[src/rtl/demux_1_2_12bit_stream.sv]
// Buffered 1-to-2 demultiplexer for 12-bit residue words.
// Each input word is steered by in_sel into a private FIFO, either channel A or channel B.
// Because each channel has its own FIFO, backpressure on one output never blocks
// or reorders traffic headed for the other output.

// Per-channel FIFO: circular buffer with a registered occupancy count.
module demux_1_2_12bit_stream_fifo #(
  parameter int WIDTH = 12,
  parameter int DEPTH = 4,
  parameter int CW    = 3
) (
  input  logic             clk,
  input  logic             rst,
  input  logic             push,
  input  logic [WIDTH-1:0] wdata,
  input  logic             pop_req,
  output logic [WIDTH-1:0] rdata,
  output logic             valid,
  output logic             full,
  output logic [CW-1:0]    count
);
  localparam int AW = $clog2(DEPTH);

  logic [DEPTH-1:0][WIDTH-1:0] mem;
  logic [AW-1:0]               wptr, rptr;
  logic                        pop;

  // DEPTH is a power of two, so the pointers wrap on their own.
  assign valid = (count != '0);
  assign full  = (count == CW'(DEPTH));
  assign pop   = pop_req & valid;
  assign rdata = valid ? mem[rptr] : '0;

  // Pointer, storage and occupancy update. A reset discards the contents.
  always_ff @(posedge clk) begin
    if (rst) begin
      wptr  <= '0;
      rptr  <= '0;
      count <= '0;
    end else begin
      if (push) begin
        mem[wptr] <= wdata;
        wptr      <= wptr + AW'(1);
      end
      if (pop) rptr <= rptr + AW'(1);
      case ({push, pop})
        2'b10:   count <= count + CW'(1);
        2'b01:   count <= count - CW'(1);
        default: count <= count;
      endcase
    end
  end
endmodule

// Top level: input steering, plus one FIFO instance for each channel.
module demux_1_2_12bit_stream #(
  parameter int WIDTH = 12,
  parameter int DEPTH = 4,
  parameter int CW    = 3
) (
  input  logic             clk,
  input  logic             rst,
  input  logic [WIDTH-1:0] in_data,
  input  logic             in_sel,
  input  logic             in_valid,
  output logic             in_ready,
  output logic [WIDTH-1:0] a_data,
  output logic             a_valid,
  input  logic             a_ready,
  output logic [WIDTH-1:0] b_data,
  output logic             b_valid,
  input  logic             b_ready,
  output logic [CW-1:0]    a_count,
  output logic [CW-1:0]    b_count
);
  localparam int NCH = 2;

  logic [NCH-1:0]            ch_push, ch_pop_req, ch_valid, ch_full;
  logic [NCH-1:0][WIDTH-1:0] ch_rdata;
  logic [NCH-1:0][CW-1:0]    ch_count;

  // Readiness depends only on in_sel and the registered full flags,
  // so there is no combinational path from a_ready or b_ready.
  assign in_ready      = ~rst & (in_sel ? ~ch_full[1] : ~ch_full[0]);
  assign ch_push[0]    = in_valid & in_ready & ~in_sel;
  assign ch_push[1]    = in_valid & in_ready &  in_sel;
  assign ch_pop_req[0] = a_ready;
  assign ch_pop_req[1] = b_ready;

  genvar g;
  generate
    for (g = 0; g < NCH; g++) begin : g_ch
      demux_1_2_12bit_stream_fifo #(.WIDTH(WIDTH), .DEPTH(DEPTH), .CW(CW)) u_fifo (
        .clk     (clk),
        .rst     (rst),
        .push    (ch_push[g]),
        .wdata   (in_data),
        .pop_req (ch_pop_req[g]),
        .rdata   (ch_rdata[g]),
        .valid   (ch_valid[g]),
        .full    (ch_full[g]),
        .count   (ch_count[g])
      );
    end
  endgenerate

  assign a_data  = ch_rdata[0];
  assign a_valid = ch_valid[0];
  assign a_count = ch_count[0];
  assign b_data  = ch_rdata[1];
  assign b_valid = ch_valid[1];
  assign b_count = ch_count[1];
endmodule
[config.mk]
export PLATFORM = sky130hd
export DESIGN_NAME = demux_1_2_12bit_stream
export DESIGN_NICKNAME = d
export VERILOG_FILES = /design/src/rtl/demux_1_2_12bit_stream.sv
export SDC_FILE = /design/constraint.sdc
export NUM_CORES = 1
export LEC_CHECK = 0
export CELL_PAD_IN_SITES_DETAIL_PLACEMENT = 0
export CELL_PAD_IN_SITES_GLOBAL_PLACEMENT = 1
export CORE_MARGIN = 1.5
export CORE_UTILIZATION = 35
export CTS_BUF_LIST = sky130_fd_sc_hd__clkbuf_4
export DETAILED_ROUTE_END_ITERATION = 6
export DONT_BUFFER_PORTS = 1
export PLACE_DENSITY_LB_ADDON = 0.3
export SYNTH_ARGS = -nofsm -noshare
export SYNTH_HDL_FRONTEND = slang
export SYNTH_SLANG_ARGS = --single-unit
[constraint.sdc]
create_clock -name clk -period 5.3 [get_ports clk]
set_clock_uncertainty 0.2 [all_clocks]
set_input_delay 1.325 -clock clk [delete_from_list [all_inputs] [get_ports clk]]
set_output_delay 1.325 -clock clk [all_outputs]
set_load 0.1 [all_outputs]
[After elaboration in Yosys (flattened, before gate mapping)]
Cells that the tools add are included.
Storage, ports and cells
  output and inout port bits: 33
  bits of input ports: 18
  flip-flop bits (word level): 110
Cells by class
  add/sub/neg operators: 8
  bitwise logic cells: 10
  mux-type cells: 15
  magnitude comparators: 6
  equality and inequality tests: 6
  reductions and logical operators: 8
Operators by type and width (count)
  $bwmux W48: 2
  $mux W12: 6
  $bmux W12 S2: 2
  $demux W12 S2: 2
  $lt A2 B3 Y1 const B: 4
  $pmux W3 S2: 2
  $add A2 B1 Y2 const B: 4
  $add A3 B1 Y3 const B: 2
  $and A1 B1 Y1: 6
  $eq A3 B3 Y1 const B: 2
  $reduce_bool A3 Y1: 2
  $sub A3 B1 Y3 const B: 2
  $eq A2 B1 Y1 const B: 2
  $eq A2 B2 Y1 const B: 2
  $ge A2 B1 Y1 const B: 2
  $not A1 Y1: 4
  $reduce_and A2 Y1: 2
  $reduce_bool A2 Y1: 2
  $logic_and A1 B1 Y1: 2
  $mux W1: 1

[Depth between registers and ports, before layout]
  word-level depth: 8
  depth in mapped cells: 10
  mapped depth without buffers: 9

[Modules after synthesis]
From an unflattened synthesis, not the netlist that was laid out.
Second synthesis, totals
  cells, all modules: 255
  area total of the unflattened synthesis: 4551.9 sq um
By module, submodules not included
  demux_1_2_12bit_stream_fifo: times used 2, sequential area each 1581.5 sq um, area an instance 2253.4 sq um, cells an instance 125
  demux_1_2_12bit_stream: times used 1, sequential area each 0.0 sq um, area an instance 45.0 sq um, cells an instance 5

[Worst setup path before layout]
Ideal clock, no wire load.
  path type: in2out
  start: input rst
  end: output in_ready
  setup slack: 822 ps
  path buffers: 2
  stages: 3
  required time: 3775 ps
  data arrival time: 2953 ps
  path through: clkbuf_1 clkbuf_1 nor2_1
On the way
  word-level cells in the longest chain between the ends: 2
Ends and longest elaborated chain
  start, declared: line 62  | input logic rst,
  $not A1 Y1 (no source line)
  $and A1 B1 Y1: line 84  | assign in_ready = ~rst & (in_sel ? ~ch_full[1] : ~ch_full[0]);
  end, declared: line 66  | output logic in_ready,
Every way passes these cells.

[Worst setup path in the final report]
  start: register g_ch[0].u_fifo.rptr[0]
  end: output a_data[0]
On the way
  word-level cells in the longest chain between the ends: 3
Ends and longest elaborated chain
  start, declared: line 25  | logic [AW-1:0] wptr, rptr;
  start signal, assigned: line 45  | if (pop) rptr <= rptr + AW'(1);
  $bmux W12 S2: line 32  | assign rdata = valid ? mem[rptr] : '0;
  $mux W12 (not written as such): line 32
  $mux W12: line 32
  end, declared: line 67  | output logic [WIDTH-1:0] a_data,
Every way passes these cells. The select of a mux whose other input is x is not followed.

==> key figures <==
Status
  – Status: completed

Synth
  – Syn_nets: 286
  – Synth Cell Area: approximately 0.0045 mm^2
  – Yosys warns: 0
  – FFs w/ async S/R, synth: 0%
  – Synth area leaders: edfxtp_1 (64%), mux4_2 (12%), dfxtp_1 (6.2%)
  – Count of unique library cells instantiated by Yosys: 30
  – Share of Yosys cell area claimed by the top area cell type: 63.9%
  – Yosys reg bits: 110
  – Cell taking the most area after synthesis: edfxtp_1
  – Register area share after synthesis: around 70%
  – Most instantiated cells after synthesis: edfxtp_1 (96), mux4_2 (24), nor2b_1 (24), inv_1 (16), dfxtp_1 (14)
  – Avg Cell Area, Syn: between 15 and 20 um^2
  – Top-count cell post-synth: edfxtp_1
  – Top FF cell, synth: edfxtp_1
  – Synth Instances: approximately 260
  – EDFF count, synth: 96

Finish
  – Nets@finish: 315
  – Synthesis-to-finish area growth: 12.8%
  – Fraction of layout cells with a size suffix above 1: between 30% and 40%
  – Fillcell total: between 1k and 1.5k

Setup path
  – Cell family with most CP delay: flip-flops
  – Critical Path AT: approximately 2.6 ns
  – Worst Path Required: 3.77 ns
  – Largest stage delay on the critical path: ~0.93 ns
  – Max FO, Critical Path: 14
  – R2R depth: 9
  – Kind of critical path: reg2out
  – Critical Path Sink Type: output port
  – Startpoint Class: flop
  – Worst Path Buf+Inv: 0
  – Critical path's slowest cell: dfxtp_1
  – Critical-path cell list: mux4_2 > nor2b_2
  – Stages on worst setup path: 2
  – Reg2reg setup slack: 1.83 ns

STA
  – Slew Viols, Final: 0
  – Unrepaired setup endpoints after global routing: no
  – Final Setup Violations: 0
  – Final hold viol count: 0
  – Final hold slack: roughly 0.35 ns
  – Max frequency: roughly 0.24 GHz
  – Final period utilization: between 70% and 80%
  – Post-route minimum period: just over 4 ns
  – Worst slew pin tran: about 1.1 ns
  – Slew margin rel.: about 27%
  – TNS Setup: 0 ns

Floorplan
  – Std-Cell Core Area: between 0.01 and 0.015 mm^2
  – Ports: slightly above 50
  – Die ar.: approximately 0.014 mm^2
  – Std-Cell Rows: 41
  – Die Wd: 117 um
  – Initial Util: between 30% and 40%
  – DIE HEIGHT: 117 um

Flow run
  – Max Cap Viol: 0

Min path
  – Worst hold path class: reg2reg
  – Hold path cells: 2

Drt
  – Post-route ant nets: 0
  – Wirelength, routed: roughly 8.1 mm
  – DRT iter0 DRCs: 100
  – Post-route DRC: 0
  – Via count: about 2.2k
  – Detailed-router iteration count before antenna repair: 6
  – Vias/cell: around 4.7
  – Average wire per standard cell: 17.4 um

GRT
  – Global-route wire length before repair: between 10 and 15 mm
  – Initial antenna violation count: 1
  – Vias in the first global route: between 2k and 2.5k
  – Pin count of the biggest net entering global routing: 20
  – Grt total ovfl: 0
  – GR Util All Layers: roughly an eighth

Placed design
  – Gp weighted congestion: about 0.71
  – DP HPWL: between 5 and 6 mm
  – IO Port Bufs: 0

Clock tree
  – Total CTS buffers: 9
  – Clock sink total: 110
  – Worst-path clk slew: between 0.15 and 0.2 ns
  – Hold Buf Count CTS: 0
  – Root Driver: clkbuf_4
  – Post-CTS sizing: 0
  – H-tree depth: 3
  – Worst skew pair latency: about 0.45 ns
  – CTS tree: done
  – Worst-case clock buffer depth: 2
  – Post-CTS Setup Repair Bufs: 0

Power
  – Peak supply drop: roughly 0.25 mV
  – Psw: about 0.0013 W
  – Power Density: 534 mW/mm^2
  – Combinational share of power: a little under half
  – Sw Share: between 40% and 50%
  – Cell-internal power: approximately 0.0014 W
  – Clk pwr share: between 10% and 20%
  – Leak pwr: 1.67 nW
  – Sequential Power Share: roughly two fifths
==> power groups by stage <==
| stage | logic [W] | clock network (W) | registers (W) |
|---|---|---|---|
| floorplan | 0.000994 | 0 | 0.00111 |
| global placement | 0.00129 | 0 | 0.00107 |
| detailed placement | 0.00129 | 0 | 0.00107 |
| CTS | 0.00129 | 0.000400 | 0.00105 |
| global route | 0.00133 | 0.000435 | 0.00106 |
| finish | 0.00128 | 0.000392 | 0.00105 |
==> final cells by class <==
type                       instances  area, um^2  share of cell area [%]
tap                              172         215                    4.23
sequential                       110        3160                    62.2
timing repair buffer              30         225                    4.43
clock buffer                      10        75.1                    1.48
inverter                          16        60.1                    1.18
multi-input combinational        118        1290                    25.4
antenna                            1        2.50                  0.0492
clock inverter                     6        52.6                    1.03
==> worst reg2reg max path, delay by kind of cell, from the launching register on <==
family	cells	cell delay (ns)
xor+xnor	1	0.16
compound gates	1	0.14
buf+inv	2	0.15
fa+ha+maj	2	0.55
simple gates	3	1.15
flops	1	1.08
==> cells in the final DEF, fill, tap and decap left out, types with 3 or more instances in the layout <==
master,instances
a21oi_1,6
and2_2,4
and3_1,4
buf_4,30
clkbuf_4,10
dfxtp_1,14
edfxtp_1,96
ha_1,10
inv_1,16
inv_6,4
mux4_2,24
nor2_1,9
nor2b_2,24
o21ai_0,5
o31ai_1,3
or3_1,3
xor2_1,6
==> metrics by stage <==
stage | instance area [um^2] | utilization, % | power (W) | setup WS [ns] | cells
CTS | 5080 | 40.3 | 0.00275 | 1.10 | 462
finish | 5090 | 40.3 | 0.00272 | 1.20 | 463
global placement | 4960 | 39.3 | 0.00236 | 1.58 | 446
floorplan | 4510 | - | 0.00210 | 0.822 | 256
global route | 5090 | 40.3 | 0.00283 | 0.896 | 463
detailed placement | 4960 | 39.3 | 0.00236 | 1.62 | 446
==> metal layers <==
metal	routed length, um	GRT usage, %	vias up
met5	0	0	-
met4	130	4.63	0
met3	353	3.32	9
met2	4130	22.1	38
met1	3460	15.8	1114
li1	-	-	1017
==> kinds of logic after synthesis <==
kind of cell             Yosys count  synth area share [%]
flip-flops                       110                  70.1
AND/OR/NAND/NOR                   59                  7.77
buffers and inverters             28                  2.77
multiplexers                      27                  12.8
AO/OA/AOI/OAI                     14                  1.72
adder cells (fa/ha/maj)           12                  3.66
XOR/XNOR                           6                  1.17
==> flip-flops by register name, indices dropped and copies added (netlist names) <==
signal / flops
g_ch.u_fifo.rptr: 4
g_ch.u_fifo.count: 6
g_ch.u_fifo.mem: 96
g_ch.u_fifo.wptr: 4
==> path summary, 6_finish.rpt <==
kind | startpoint | endpoint
worst min-delay path | g_ch[0].u_fifo.wptr[0]$_SDFFE_PP0P_ | g_ch[0].u_fifo.wptr[0]$_SDFFE_PP0P_
worst min register to register | g_ch[0].u_fifo.wptr[0]$_SDFFE_PP0P_ | g_ch[0].u_fifo.wptr[0]$_SDFFE_PP0P_
worst max register to register | g_ch[1].u_fifo.count[2]$_SDFFE_PP0P_ | g_ch[1].u_fifo.count[2]$_SDFFE_PP0P_
worst max-delay path | g_ch[0].u_fifo.rptr[0]$_SDFFE_PP0P_ | a_data[0]
Note: power is estimated with default switching activity, not from simulation.
